File: config.mk
export PLATFORM = sky130hd
export DESIGN_NAME = ycell_cfg_loader
export DESIGN_NICKNAME = d
export VERILOG_FILES = /design/src/rtl/ycell_cfg_pkg.sv /design/src/rtl/ycell_cfg_shifter.sv /design/src/rtl/ycell_cfg_loader.sv
export SDC_FILE = /design/constraint.sdc
export NUM_CORES = 1
export LEC_CHECK = 0
export CORE_MARGIN = 3
export CORE_UTILIZATION = 55
export CTS_CLUSTER_DIAMETER = 200
export CTS_CLUSTER_SIZE = 25
export DETAILED_ROUTE_END_ITERATION = 16
export GPL_ROUTABILITY_DRIVEN = 0
export HOLD_SLACK_MARGIN = 0.05
export PLACE_DENSITY = 0.8
export SYNTH_ARGS = -nofsm -noshare
export SYNTH_HDL_FRONTEND = slang
export SYNTH_SLANG_ARGS = --single-unit
File: constraint.sdc
create_clock -name clk -period 2.6 [get_ports clk]
set_input_delay 0.39 -clock clk [delete_from_list [all_inputs] [get_ports clk]]
set_output_delay 0.39 -clock clk [all_outputs]
set_load 0.005 [all_outputs]
File: src/rtl/ycell_cfg_pkg.sv
// rtl/ycell_cfg_pkg.sv - shared constants for the ycell column configuration loader
//
// Purpose: state encodings, the default cell width and a counter-width helper
//          used by ycell_cfg_loader and ycell_cfg_shifter.
// Ports:   none (package).
package ycell_cfg_pkg;

  // Configuration bits held by one ycell.
  localparam int CELL_BITS_DEF = 3;

  // Loader FSM encodings.
  localparam logic [2:0] ST_IDLE   = 3'd0;
  localparam logic [2:0] ST_CLEAR  = 3'd1;
  localparam logic [2:0] ST_FETCH  = 3'd2;
  localparam logic [2:0] ST_SETUP  = 3'd3;
  localparam logic [2:0] ST_PULSE  = 3'd4;
  localparam logic [2:0] ST_HOLD   = 3'd5;
  localparam logic [2:0] ST_FINISH = 3'd6;

  // Bits needed to count 0..n-1, never less than one.
  function automatic int cnt_w(input int n);
    return (n <= 2) ? 1 : $clog2(n);
  endfunction

endpackage

File: src/rtl/ycell_cfg_shifter.sv
// rtl/ycell_cfg_shifter.sv - parallel-load, MSB-first serial shift register
//
// Purpose: one W-bit register that can be loaded in parallel or shifted left
//          by one position, taking shift_in into the LSB. Used both as the
//          transmit serializer and the readback deserializer.
// Ports:
//   clk, reset            clock, synchronous active-high reset
//   load, load_data       parallel load (has priority over shift)
//   shift, shift_in       shift left by one, shift_in enters at bit 0
//   q                     register contents; q[W-1] is the next serial bit
module ycell_cfg_shifter
  import ycell_cfg_pkg::*;
#(
  parameter int W = 8
) (
  input  logic         clk,
  input  logic         reset,
  input  logic         load,
  input  logic [W-1:0] load_data,
  input  logic         shift,
  input  logic         shift_in,
  output logic [W-1:0] q
);

  always_ff @(posedge clk) begin
    if (reset) begin
      q <= '0;
    end else if (load) begin
      q <= load_data;
    end else if (shift) begin
      q <= {q[W-2:0], shift_in};
    end
  end

endmodule

File: src/rtl/ycell_cfg_loader.sv
// rtl/ycell_cfg_loader.sv - configuration chain sequencer for one ycell column
//
// Purpose: clears the column, serializes host words MSB-first onto cbitin with
//          a three-phase setup / confclk pulse / hold strobe per bit, and
//          collects the bits leaving the chain bottom into readback words.
// Ports:
//   clk, reset                    clock, synchronous active-high reset
//   start, busy, done             load request, load in progress, completion pulse
//   in_valid, in_ready, in_data   host configuration words (MSB shifted first)
//   out_valid, out_ready, out_data readback words (first bit out in MSB)
//   cell_reset, confclk, cbitin   registered control pins of the ycell array
//   cbitout                       serial output from the bottom ycell
module ycell_cfg_loader
  import ycell_cfg_pkg::*;
#(
  parameter int ROWS       = 8,
  parameter int CELL_BITS  = CELL_BITS_DEF,
  parameter int DATA_W     = 8,
  parameter int CLR_CYCLES = 4
) (
  input  logic              clk,
  input  logic              reset,
  input  logic              start,
  output logic              busy,
  output logic              done,
  input  logic              in_valid,
  output logic              in_ready,
  input  logic [DATA_W-1:0] in_data,
  output logic              out_valid,
  input  logic              out_ready,
  output logic [DATA_W-1:0] out_data,
  output logic              cell_reset,
  output logic              confclk,
  output logic              cbitin,
  input  logic              cbitout
);

  localparam int CHAIN_LEN = ROWS * CELL_BITS;
  localparam int CHAIN_CW  = cnt_w(CHAIN_LEN);
  localparam int WORD_CW   = cnt_w(DATA_W);
  localparam int RX_CW     = cnt_w(DATA_W + 1);
  localparam int CLR_CW    = cnt_w(CLR_CYCLES);

  localparam logic [CHAIN_CW-1:0] CHAIN_LAST = CHAIN_CW'(CHAIN_LEN - 1);
  localparam logic [WORD_CW-1:0]  WORD_LAST  = WORD_CW'(DATA_W - 1);
  localparam logic [RX_CW-1:0]    RX_LAST    = RX_CW'(DATA_W - 1);
  localparam logic [RX_CW-1:0]    RX_FULL    = RX_CW'(DATA_W);
  localparam logic [CLR_CW-1:0]   CLR_LAST   = CLR_CW'(CLR_CYCLES - 1);

  logic [2:0]          state;
  logic [CLR_CW-1:0]   clr_cnt;
  logic [CHAIN_CW-1:0] chain_cnt;
  logic [WORD_CW-1:0]  wbit_cnt;
  logic [RX_CW-1:0]    rx_cnt;

  logic [DATA_W-1:0]   tx_q;
  logic [DATA_W-1:0]   rx_q;
  logic                tx_load;
  logic                tx_shift;
  logic                rx_load;
  logic                rx_shift;
  logic                rx_stall;
  logic                unused_tx;

  // The sample taken in this SETUP would complete a readback word while the
  // previous one is still waiting for the consumer: hold off the strobe.
  assign rx_stall = (state == ST_SETUP) && (rx_cnt == RX_LAST) && out_valid && !out_ready;

  assign tx_load  = (state == ST_FETCH) && in_valid;
  // Shifting during PULSE leaves the next bit at the MSB by HOLD, while the
  // already-registered cbitin stays untouched through the strobe.
  assign tx_shift = (state == ST_PULSE);
  assign rx_load  = (state == ST_IDLE) && start;
  assign rx_shift = (state == ST_SETUP) && !rx_stall;

  // Only the MSB of the transmit register is ever driven onto the chain.
  assign unused_tx = ^tx_q[DATA_W-2:0];

  ycell_cfg_shifter #(.W(DATA_W)) u_tx (
    .clk       (clk),
    .reset     (reset),
    .load      (tx_load),
    .load_data (in_data),
    .shift     (tx_shift),
    .shift_in  (1'b0),
    .q         (tx_q)
  );

  ycell_cfg_shifter #(.W(DATA_W)) u_rx (
    .clk       (clk),
    .reset     (reset),
    .load      (rx_load),
    .load_data ({DATA_W{1'b0}}),
    .shift     (rx_shift),
    .shift_in  (cbitout),
    .q         (rx_q)
  );

  always_ff @(posedge clk) begin
    if (reset) begin
      state      <= ST_IDLE;
      busy       <= 1'b0;
      done       <= 1'b0;
      in_ready   <= 1'b0;
      out_valid  <= 1'b0;
      out_data   <= '0;
      cell_reset <= 1'b1;
      confclk    <= 1'b0;
      cbitin     <= 1'b0;
      clr_cnt    <= '0;
      chain_cnt  <= '0;
      wbit_cnt   <= '0;
      rx_cnt     <= '0;
    end else begin
      done <= 1'b0;
      // Consumer acceptance; any load of a new word below overrides this.
      if (out_valid && out_ready) begin
        out_valid <= 1'b0;
      end

      case (state)
        ST_IDLE: begin
          if (start) begin
            state      <= ST_CLEAR;
            busy       <= 1'b1;
            cell_reset <= 1'b1;
            clr_cnt    <= '0;
            chain_cnt  <= '0;
            wbit_cnt   <= '0;
            rx_cnt     <= '0;
          end
        end

        ST_CLEAR: begin
          if (clr_cnt == CLR_LAST) begin
            cell_reset <= 1'b0;
            in_ready   <= 1'b1;
            state      <= ST_FETCH;
          end else begin
            clr_cnt <= clr_cnt + CLR_CW'(1);
          end
        end

        ST_FETCH: begin
          if (in_valid) begin
            in_ready <= 1'b0;
            cbitin   <= in_data[DATA_W-1];
            wbit_cnt <= '0;
            state    <= ST_SETUP;
          end
        end

        ST_SETUP: begin
          if (!rx_stall) begin
            confclk <= 1'b1;
            state   <= ST_PULSE;
            if (rx_cnt == RX_LAST) begin
              out_data  <= {rx_q[DATA_W-2:0], cbitout};
              out_valid <= 1'b1;
              rx_cnt    <= '0;
            end else begin
              rx_cnt <= rx_cnt + RX_CW'(1);
            end
          end
        end

        ST_PULSE: begin
          confclk <= 1'b0;
          state   <= ST_HOLD;
        end

        ST_HOLD: begin
          if (chain_cnt == CHAIN_LAST) begin
            state <= ST_FINISH;
          end else begin
            chain_cnt <= chain_cnt + CHAIN_CW'(1);
            if (wbit_cnt == WORD_LAST) begin
              in_ready <= 1'b1;
              state    <= ST_FETCH;
            end else begin
              wbit_cnt <= wbit_cnt + WORD_CW'(1);
              cbitin   <= tx_q[DATA_W-1];
              state    <= ST_SETUP;
            end
          end
        end

        ST_FINISH: begin
          if (rx_cnt != '0) begin
            // Partial trailing word: left-align the collected bits, zero below.
            if (!out_valid || out_ready) begin
              out_data  <= rx_q << (RX_FULL - rx_cnt);
              out_valid <= 1'b1;
              rx_cnt    <= '0;
            end
          end else if (!out_valid || out_ready) begin
            done  <= 1'b1;
            busy  <= 1'b0;
            state <= ST_IDLE;
          end
        end

        default: begin
          state <= ST_IDLE;
        end
      endcase
    end
  end

endmodule

# [Yosys cells after proc, flatten, opt, wreduce, memory -nomap -nowiden]
# Index checks and enable logic that the tools add are counted.
[totals] out_inout_bits=15 word_cells=137 ff_bits=48 input_bits=14
[op_classes] n_mux=57 add_sub_neg=5 n_eq_ne=22 shifts=1 bitwise=1 reduce_logical=36
[op_table] operator="2-to-1 mux 8 bit" count=6
[op_table] operator="2-to-1 mux 3 bit" count=11
[op_table] operator="!= test 2 bit, second input constant" count=11
[op_table] operator="case mux 3 bit (7 select lines)" count=1
[op_table] operator="2-to-1 mux 4 bit" count=5
[op_table] operator="AND reduction 5 bit" count=4
[op_table] operator="2-to-1 mux 1 bit" count=19
[op_table] operator="case mux 8 bit (2 select lines)" count=1
[op_table] operator="nonzero test 2 bit" count=7
[op_table] operator="== test 3 bit, second input constant" count=4
[op_table] operator="case mux 4 bit (3 select lines)" count=1
[op_table] operator="2-to-1 mux 5 bit" count=2
[op_table] operator="case mux 1 bit (2 select lines)" count=5
[op_table] operator="case mux 5 bit (2 select lines)" count=1
[op_table] operator="case mux 3 bit (3 select lines)" count=1
[op_table] operator="AND reduction 3 bit" count=3
[op_table] operator="nonzero test 3 bit" count=3
[op_table] operator="AND reduction 4 bit" count=2
[op_table] operator="left shift 8 x 4 -> 8 bit" count=1
[op_table] operator="logical AND 1 bit" count=7
[op_table] operator="== test 3 x 2 -> 1 bit, second input constant" count=2
[op_table] operator="AND reduction 6 bit" count=1
[op_table] operator="adder 5 x 1 -> 5 bit, second input constant" count=1
[op_table] operator="== test 5 bit, second input constant" count=1
[op_table] operator="19 further kinds" count=22

# [Logic depth before layout (Yosys ltp)]
# Gate-level depths: netlist (run 1).
[depth] depth_word=6 depth_mapped=8 depth_no_buf=6

# [By module]
# Synthesis (run 1) repeated with hierarchy kept, for this count alone.
[unflattened] hier_cells=320 area_unflattened_um2=2940.3
[by_module_without_submodules] mod="ycell_cfg_loader" n_inst=1 seq_area_each_um2=640.6 area_per_inst_um2=2202.1 cells_each=250
[by_module_without_submodules] mod="ycell_cfg_shifter" n_inst=2 seq_area_each_um2=160.2 area_per_inst_um2=369.1 cells_each=35

# [Worst setup path before layout (run 1)]
# No wires, ideal clock.
[synth_timing] path_type="register -> register" from="register rx_cnt[0]" to="register out_data[7]" slack_ns=0.305 t_arrival_ns=2.169 synth_period_minus_slack_ns=2.295 setup_ns=0.126 path_buffers=2 t_required_ns=2.474 stages_incl_launch_ff=9 cell_sequence="dfxtp_1 buf_2 inv_1 ha_1 buf_6 mux2_4 mux4_2 nand4_1 o211ai_1"
[synth_via] elab_chain_cells=6 word_cells_on_any_way=14 classes_between="1 x add/sub; 4 x eq/ne; 1 x shift; 3 x mux; 5 x reduce/logical"
[synth_rtl] item="start, declared" line="ycell_cfg_loader.sv:54" source="logic [RX_CW-1:0] rx_cnt;"
[synth_rtl] item="start signal, assigned" line="ycell_cfg_loader.sv:162" source="rx_cnt <= rx_cnt + RX_CW'(1);"
[synth_rtl] item="parallel branches: the longest is 6 deep, another holds subtractor 4 bit"
[synth_rtl] item="end signal, assigned" line="ycell_cfg_loader.sv:158" source="out_data <= {rx_q[DATA_W-2:0], cbitout};"
[synth_rtl] item="end signal, assigned" line="ycell_cfg_loader.sv:192" source="out_data <= rx_q << (RX_FULL - rx_cnt);"
[synth_rtl] item="end, declared" line="ycell_cfg_loader.sv:31" source="output logic [DATA_W-1:0] out_data,"
# Several ways; the timed one is not identified. The select of a mux whose other input is x is not followed.
# A chain may end at the register's enable or synchronous reset.

# [Worst setup path after layout (run 1)]
[layout_timing] from="register rx_cnt[0]" to="register rx_cnt[2]"
[layout_via] elab_chain_cells=6 word_cells_on_any_way=12 classes_between="1 x add/sub; 3 x eq/ne; 3 x mux; 5 x reduce/logical"
[layout_rtl] item="parallel branches: the longest is 6 deep, another holds adder 4 x 1 -> 4 bit"
# Several ways; the timed one is not identified. The select of a mux whose other input is x is not followed.

==> qor.yml, run 1 <==
timing:
  fin_tns_setup_ns: 0
  max_slew_margin: 0.329
  max_freq_ghz: 0.435
  grt_setup_unrepaired: "no"
  finalHoldViolCount: 0
  drv_slew: 0
  tightest_slew_ns: 0.999
  fin_crit_ns: 2.30
  setup_viol: 0
  skew_ns: 0.00542
  final_min_period_over_clock_period: 0.885
synthesis:
  ys.flop_type: "dfxtp_1"
  synth_simple_gate_area_share: 0.227
  synth.net_count: 329
  synth_area_sq_mm: 0.00278
  ys_warn_count: 0
  muxShareOfSynthArea: 0.103
  ys_seq_area_frac: 0.346
  syn_inst: 309
  synth-compound-area-share: 0.229
  synthXorXnorAreaFrac: 0.00990
  synth_edf_count: 0
  synth.avg_cell_area_sq_um: 9.00
  synth_top_family_by_area: "compound AO/OA/AOI/OAI gates"
  synth_cell_type_count: 61
  ys_ff_latch: 48
  async_reset_ff_frac: 0
  synthAdderAreaFrac: 0.0270
cts:
  postCtsHoldBufs: 0
  clockRootBuffer: "clkbuf_8"
  cts_max_path_buffers: 2
  path_clk_slew_ns: 0.09
  clk_latency_ns: 0.30
  cts_tree: "yes"
  cts_inserted_buffers: 5
  cts_num_sinks: 48
  postCtsSetupRepairBufs: 0
  ctsResizeCount: 0
  htreeDepth: 2
drt:
  drc: 0
  viasPerCell: 6.05
  post_drt_wl_per_cell_um: 15.1
  ant_nets: 0
  drtIter0Drc: 206
  num_vias: 2414
  drt-total-wl_um: 6040
  drt-pass1-iter-count: 4
cells_and_area:
  n_antenna_cell: 0
  multiInputGateArea_sq_mm: 0.00166
  drive_gt1_frac: 0.123
  nFillCells: 440
  final_nets: 351
  instances_no_fill: 399
  seq_area_sq_um: 961
  syn2layout_area_growth_pct: 14.1
grt:
  grt_usage: 0.213
  use_met1: 0.290
  overflow: 0
  met2_usage: 0.347
  busiest_layer: "met2"
  antenna_found_initial: 0
  grt_max_degree: 31
  grt_pass1_vias: 2256
  met3_usage: 0.0423
  grt_pass1_wl_um: 10500
worst_setup_path:
  r2r_end: "rx_cnt[2]$_SDFFE_PP0P_"
  cp-start-kind: "flop"
  max_stage_delay_ns: 0.83
  crit_chain: "buf_4 > ha_1 > nand3b_1 > o21ai_1 > a31oi_1 > nor3_1"
  cp_top_family: "compound AO/OA/AOI/OAI gates"
  critPathKind: "reg2reg"
  ff2ff_path_depth: 6
  crit_fanout: 14
  path_buf_inv: 1
  crit_cells: 6
  r2r_start: "rx_cnt[0]$_SDFFE_PP0P_"
  cp_data_arrival_time_ns: 2.52
  cp_slowest_cell: "o21ai_1"
  end_kind: "flop"
  cp.required_ns: 2.82
  r2r_setup_slack_ns: 0.30
  startpoint: "rx_cnt[0]$_SDFFE_PP0P_"
  crit_path_end: "rx_cnt[2]$_SDFFE_PP0P_"
floorplanning:
  dieHeight_um: 77.1
  initial_core_util: 0.577
  die_w_um: 77.1
  dieArea_sq_mm: 0.00594
  coreArea_sq_mm: 0.00482
  fp-row-count: 25
  io_pins: 29
pwr:
  powerDensity_mw_per_mm2: 539
  cellLeakagePower_nw: 1.08
  max-vdd-ir-drop_uv: 326
outcome:
  run_status: "completed"
worst_hold_path:
  hold_path.class: "reg2reg"
placement:
  dp_hpwl_um: 4300
  dp.cells: 391
  portBuffers: 28
job:
  drv_cap: 0
[worst min-delay path, stage by stage, from the launching register on]
cell and delay, ns:
dfxtp_1 0.32, nand2_1 0.05, mux2i_1 0.06
[sequential cells by signal, summed over array words and instances, names as in the netlist, 2 cells and up]
name       cells
chain_cnt      5
clr_cnt        2
out_data       8
rx_cnt         4
state          3
u_rx.q         8
u_tx.q         8
wbit_cnt       3
[routing by layer]
layer | up-vias | share of wire
li1 | 1208 | -
met1 | 1154 | 0.47
met2 | 47 | 0.48
met3 | 5 | 0.038
met4 | 0 | 0.0093
met5 | - | 0
[kinds of logic (layout without fill, tap and decap cells)]
family | count (synthesis) | in the layout
compound gates | 95 | 95
xor+xnor | 1 | 1
fa+ha+maj | 6 | 6
buf+inv | 30 | 53
flops | 48 | 48
mux | 22 | 22
simple gates | 107 | 107
[cells in the mapped netlist, types with 3 or more instances]
master | count | area, sq um
a211oi_1 | 9 | 67.6
a211oi_2 | 3 | 37.5
a21oi_1 | 34 | 170
a22oi_1 | 5 | 37.5
a31oi_1 | 5 | 31.3
a41oi_1 | 5 | 43.8
and3b_1 | 4 | 35.0
buf_2 | 7 | 35.0
buf_4 | 5 | 37.5
buf_6 | 3 | 33.8
clkbuf_1 | 7 | 26.3
dfxtp_1 | 48 | 961
ha_1 | 6 | 75.1
inv_1 | 8 | 30.0
mux2_2 | 4 | 45.0
mux2i_1 | 12 | 120
mux4_2 | 4 | 90.1
nand2_1 | 28 | 105
nand2b_1 | 5 | 31.3
nand3_1 | 7 | 35.0
nand4_1 | 6 | 37.5
nor2_1 | 17 | 63.8
nor2b_1 | 4 | 25.0
nor3_1 | 6 | 30.0
nor4_1 | 4 | 25.0
o21ai_0 | 10 | 50.1
o31ai_1 | 4 | 30.0
or4_1 | 5 | 37.5
[final cells by class]
| type | count | share of cell area |
|---|---|---|
| clock inverters | 1 | 0.00237 |
| inverters | 8 | 0.00946 |
| flip-flops and latches | 48 | 0.303 |
| repair buffers | 37 | 0.110 |
| clock buffers | 7 | 0.0272 |
| well taps | 67 | 0.0264 |
| multi-input cells | 231 | 0.522 |
[stage by stage]
stage,cell area [sq um],setup WS (ns),util,total power (W),hold slack (ns)
global placement,3080,0.446,0.639,0.00125,0.443
CTS,3170,0.356,0.659,0.00171,0.478
detailed placement,3080,0.357,0.639,0.00126,0.465
finish,3170,0.300,0.659,0.00171,0.471
global route,3170,0.118,0.659,0.00181,0.517
floorplan,2780,0.305,-,0.00116,0.436
[cells in the final DEF, fill, tap and decap left out, types with 2 or more instances in the layout]
cell / Yosys / final
dfxtp_1: 48 / 48
a21oi_1: 34 / 34
nand2_1: 28 / 28
clkdlybuf4s50_1: 0 / 28
nor2_1: 17 / 17
mux2i_1: 12 / 12
o21ai_0: 10 / 10
a211oi_1: 9 / 9
buf_4: 5 / 9
inv_1: 8 / 8
nand3_1: 7 / 7
nand4_1: 6 / 6
nor3_1: 6 / 6
ha_1: 6 / 6
clkbuf_8: 0 / 6
a31oi_1: 5 / 5
or4_1: 5 / 5
nand2b_1: 5 / 5
a22oi_1: 5 / 5
a41oi_1: 5 / 5
o31ai_1: 4 / 4
and3b_1: 4 / 4
nor2b_1: 4 / 4
nor4_1: 4 / 4
mux2_2: 4 / 4
mux4_2: 4 / 4
a211oi_2: 3 / 3
nor3b_2: 2 / 2
or3_1: 2 / 2
nand3b_2: 2 / 2
nand3b_1: 2 / 2
o22ai_1: 2 / 2
o21a_1: 2 / 2
nor4b_2: 2 / 2
and2_1: 2 / 2
a311oi_1: 2 / 2
nor3b_1: 2 / 2
mux2_4: 2 / 2
[worst min-delay path by stage]
stage | from | endpoint | slack, ns | depth (start not counted)
after detailed placement | cbitin$_SDFFE_PP0P_ | cbitin$_SDFFE_PP0P_ | 0.47 | 2
after floorplan | u_rx.q[7]$_SDFFE_PP0P_ | u_rx.q[7]$_SDFFE_PP0P_ | 0.44 | 2
after global placement | u_rx.q[7]$_SDFFE_PP0P_ | u_rx.q[7]$_SDFFE_PP0P_ | 0.44 | 2
after global routing | wbit_cnt[1]$_SDFFE_PP0P_ | wbit_cnt[1]$_SDFFE_PP0P_ | 0.52 | 2
after CTS | cbitin$_SDFFE_PP0P_ | cbitin$_SDFFE_PP0P_ | 0.48 | 2
final | cbitin$_SDFFE_PP0P_ | cbitin$_SDFFE_PP0P_ | 0.47 | 2
[power breakdown]
group	switching, W	internal, W	total (W)	leakage (nW)
combinational	0.000207	0.000175	0.000382	0.650
sequential	0.0000858	0.000778	0.000864	0.388
clock	0.000248	0.000216	0.000464	0.0445
total	0.000540	0.00117	0.00171	1.08
Power figures use the tool's default switching activity.
==> run 2: changes to the inputs <==
Settings changed: PLACE_DENSITY 0.8 to 0.79, SYNTH_HIERARCHICAL set to 1.
==> qor.yml, run 2 <==
outcome:
  run_status: "completed"
worst_setup_path:
  crit_chain: "inv_1 > ha_1 > mux2_2 > mux4_2 > a22oi_1 > a211oi_1"
  cp.required_ns: 2.78  # -0.04 ns
  cp_slowest_cell: "ha_1"
  critPathKind: "reg2reg"
  end_kind: "flop"
  crit_fanout: 12  # -2
  r2r_setup_slack_ns: 0.30  # about the same
  cp_data_arrival_time_ns: 2.48  # -0.04 ns
  cp-start-kind: "flop"
  ff2ff_path_depth: 6  # unchanged
  r2r_end: "out_data[6]$_SDFFE_PP0P_"
  r2r_start: "rx_cnt[1]$_SDFFE_PP0P_"
  max_stage_delay_ns: 0.53  # -0.30 ns
  startpoint: "rx_cnt[1]$_SDFFE_PP0P_"
pwr:
  clockPowerShare: 0.201  # -0.071
  power.share.sequential: 0.416  # -0.089
  max-vdd-ir-drop_uv: 491  # +51%
  powerDensity_mw_per_mm2: 691  # +28%
  cellLeakagePower_nw: 1.14  # +5.1%
  p_sw_frac: 0.363  # +0.0467
  p_int_w: 0.00148  # +26%
  p_comb_frac: 0.383  # +0.160
  p_switching_w: 0.000842  # +56%
synthesis:
  synth.most_common_cell: "dfxtp_1"
  syn_inst: 320  # +3.6%
  ys.flop_type: "dfxtp_1"
  synth.avg_cell_area_sq_um: 9.19  # +2.1%
  synthTopCellsByArea: "dfxtp_1 33%, mux2i_1 8.2%, a211oi_1 5.4%"
  yosys.area.top_type: "dfxtp_1"
  synth_edf_count: 0  # unchanged
  synth_top_area_frac: 0.327  # -0.0188
  synth_cell_type_count: 63  # +3.3%
  ys_ff_latch: 48  # unchanged
  synth_area_sq_mm: 0.00294  # +5.8%
  yosys-top-cells-count: "48 x dfxtp_1, 24 x mux2i_1, 21 x a211oi_1"
  ys_seq_area_frac: 0.327  # -0.0188
  async_reset_ff_frac: 0  # unchanged
  ys_warn_count: 6  # +6
timing:
  finalHoldViolCount: 0  # unchanged
  fin_tns_setup_ns: 0  # unchanged
  max_slew_margin: 0.416  # +0.0868
  max_freq_ghz: 0.435  # +0.15%
  skew_ns: 0.00451  # -0.000912 ns
  drv_slew: 0  # unchanged
  grt_setup_unrepaired: "no"
  setup_viol: 0  # unchanged
  final_min_period_over_clock_period: 0.883  # -0.00130
  fin_crit_ns: 2.30  # -0.00339 ns
  layout_setup_ws_ns: 0.303  # +0.00339 ns
  tightest_slew_ns: 0.872  # -0.127 ns
cts:
  cts_num_sinks: 48  # unchanged
  clk_latency_ns: 0.30  # about the same
  cts_inserted_buffers: 5  # unchanged
  cts_max_path_buffers: 2  # unchanged
  htreeDepth: 2  # unchanged
  postCtsHoldBufs: 0  # unchanged
  path_clk_slew_ns: 0.09  # about the same
  clockRootBuffer: "clkbuf_8"
  cts_tree: "yes"
  ctsResizeCount: 0  # unchanged
  postCtsSetupRepairBufs: 0  # unchanged
cells_and_area:
  fin_area_sq_mm: 0.00336  # +5.8%
  n_antenna_cell: 0  # unchanged
  final_nets: 367  # +4.6%
  drive_gt1_frac: 0.112  # -0.0114
  mostFrequentLayoutCells: "48 x dfxtp_1, 28 x clkdlybuf4s50_1, 24 x mux2i_1"
  nFillCells: 431  # -2.0%
  final_common_cell: "dfxtp_1"
  syn2layout_area_growth_pct: 14.2  # about the same
  top_regs: "out_data: 8 flops, u_rx/q: 8 flops, u_tx/q: 8 flops"
grt:
  antenna_found_initial: 0  # unchanged
  grt_pass1_wl_um: 10700  # +1.2%
  overflow: 0  # unchanged
  grt_usage: 0.209  # -0.00399
  grt_pass1_vias: 2222  # -1.5%
  grt_max_degree: 28  # -9.7%
drt:
  post_drt_wl_per_cell_um: 15.1  # -0.53%
  viasPerCell: 5.96  # -1.5%
  num_vias: 2474  # +2.5%
  drtIter0Drc: 130  # -37%
  ant_nets: 0  # unchanged
  drt-pass1-iter-count: 4  # unchanged
  drt-total-wl_um: 6250  # +3.5%
  drc: 0  # unchanged
floorplanning:
  initial_core_util: 0.595  # +0.0178
  dieHeight_um: 79.1  # +2.6%
  die_w_um: 79.1  # +2.6%
  fp-row-count: 25  # unchanged
  dieArea_sq_mm: 0.00626  # +5.3%
  coreArea_sq_mm: 0.00494  # +2.6%
  io_pins: 29  # unchanged
worst_hold_path:
  whs_path_depth: 2  # unchanged
  hold_end: "cell_reset$_SDFFE_PP1P_"
  hold_path.class: "reg2reg"
  min_from: "cell_reset$_SDFFE_PP1P_"
placement:
  portBuffers: 28  # unchanged
  dp_worst_setup_slack_ns: 0.337  # -0.0205 ns
  postPlaceCellArea_sq_mm: 0.00326  # +5.9%
  dp_hpwl_um: 4510  # +4.8%
job:
  drv_cap: 0  # unchanged
## run 2: per-stage QoR
| step | instances | util | hold slack, ns | power, W |
|---|---|---|---|---|
| finish | 415 | 0.679 | 0.441 | 0.00232 |
| global route | 415 | 0.679 | 0.503 | 0.00247 |
| CTS | 415 | 0.679 | 0.446 | 0.00233 |
| detailed placement | 407 | 0.660 | 0.432 | 0.00186 |
| global placement | 407 | 0.660 | 0.432 | 0.00183 |
| floorplan | 328 | - | 0.439 | 0.00166 |
## run 2: power by group through the flow
stage	Sequential, W	Combinational (W)	Clock, W
3_3_place_gp	0.000978	0.000855	0
3_5_place_dp	0.000979	0.000884	0
5_1_grt	0.000982	0.000987	0.000501
2_1_floorplan	0.000915	0.000744	0
4_1_cts	0.000962	0.000889	0.000475
6_report	0.000966	0.000890	0.000465
## run 2: layer usage
| layer | vias up | GRT usage | share of wire |
|---|---|---|---|
| met2 | 65 | 0.319 | 0.45 |
| met3 | 10 | 0.0385 | 0.047 |
| met5 | - | 0 | 0 |
| met1 | 1147 | 0.303 | 0.49 |
| met4 | 0 | 0.0515 | 0.013 |
| li1 | 1252 | - | - |
## run 2: cell type report
type	count	area [sq um]	area share
flip-flops and latches	48	961	0.286
multi-input cells	244	1820	0.543
repair buffers	38	355	0.106
clock inverters	2	15.0	0.00447
clock buffers	6	82.6	0.0246
well taps	67	83.8	0.0250
inverters	10	37.5	0.0112
## run 2: kinds of logic after synthesis
kind of cell	after synthesis	share of synthesized area
and+or+nand+nor	106	0.218
AOI/OAI and AO/OA	87	0.219
DFF	48	0.327
buffers and inverters	36	0.0634
muxes	35	0.140
adders and majority gates	6	0.0255
other	1	0.00128
xor gates and xnor gates	1	0.00553
## run 2: worst max-delay path by stage
| stage | to | depth (start not counted) |
|---|---|---|
| 2_1_floorplan | out_data[7]$_SDFFE_PP0P_ | 7 |
| 6_report | out_data[6]$_SDFFE_PP0P_ | 6 |
| 3_3_place_gp | out_data[6]$_SDFFE_PP0P_ | 6 |
| 4_1_cts | out_data[7]$_SDFFE_PP0P_ | 6 |
| 5_1_grt | out_data[6]$_SDFFE_PP0P_ | 6 |
| 3_5_place_dp | out_data[7]$_SDFFE_PP0P_ | 6 |
## run 2: worst max-delay path, delay by kind of cell (launching register included)
family                   cells  cell delay, ns
multiplexers                 2            0.88
flip-flops                   1            0.42
buffers and inverters        1            0.08
adder cells (fa/ha/maj)      1            0.53
AO/OA/AOI/OAI                2            0.26
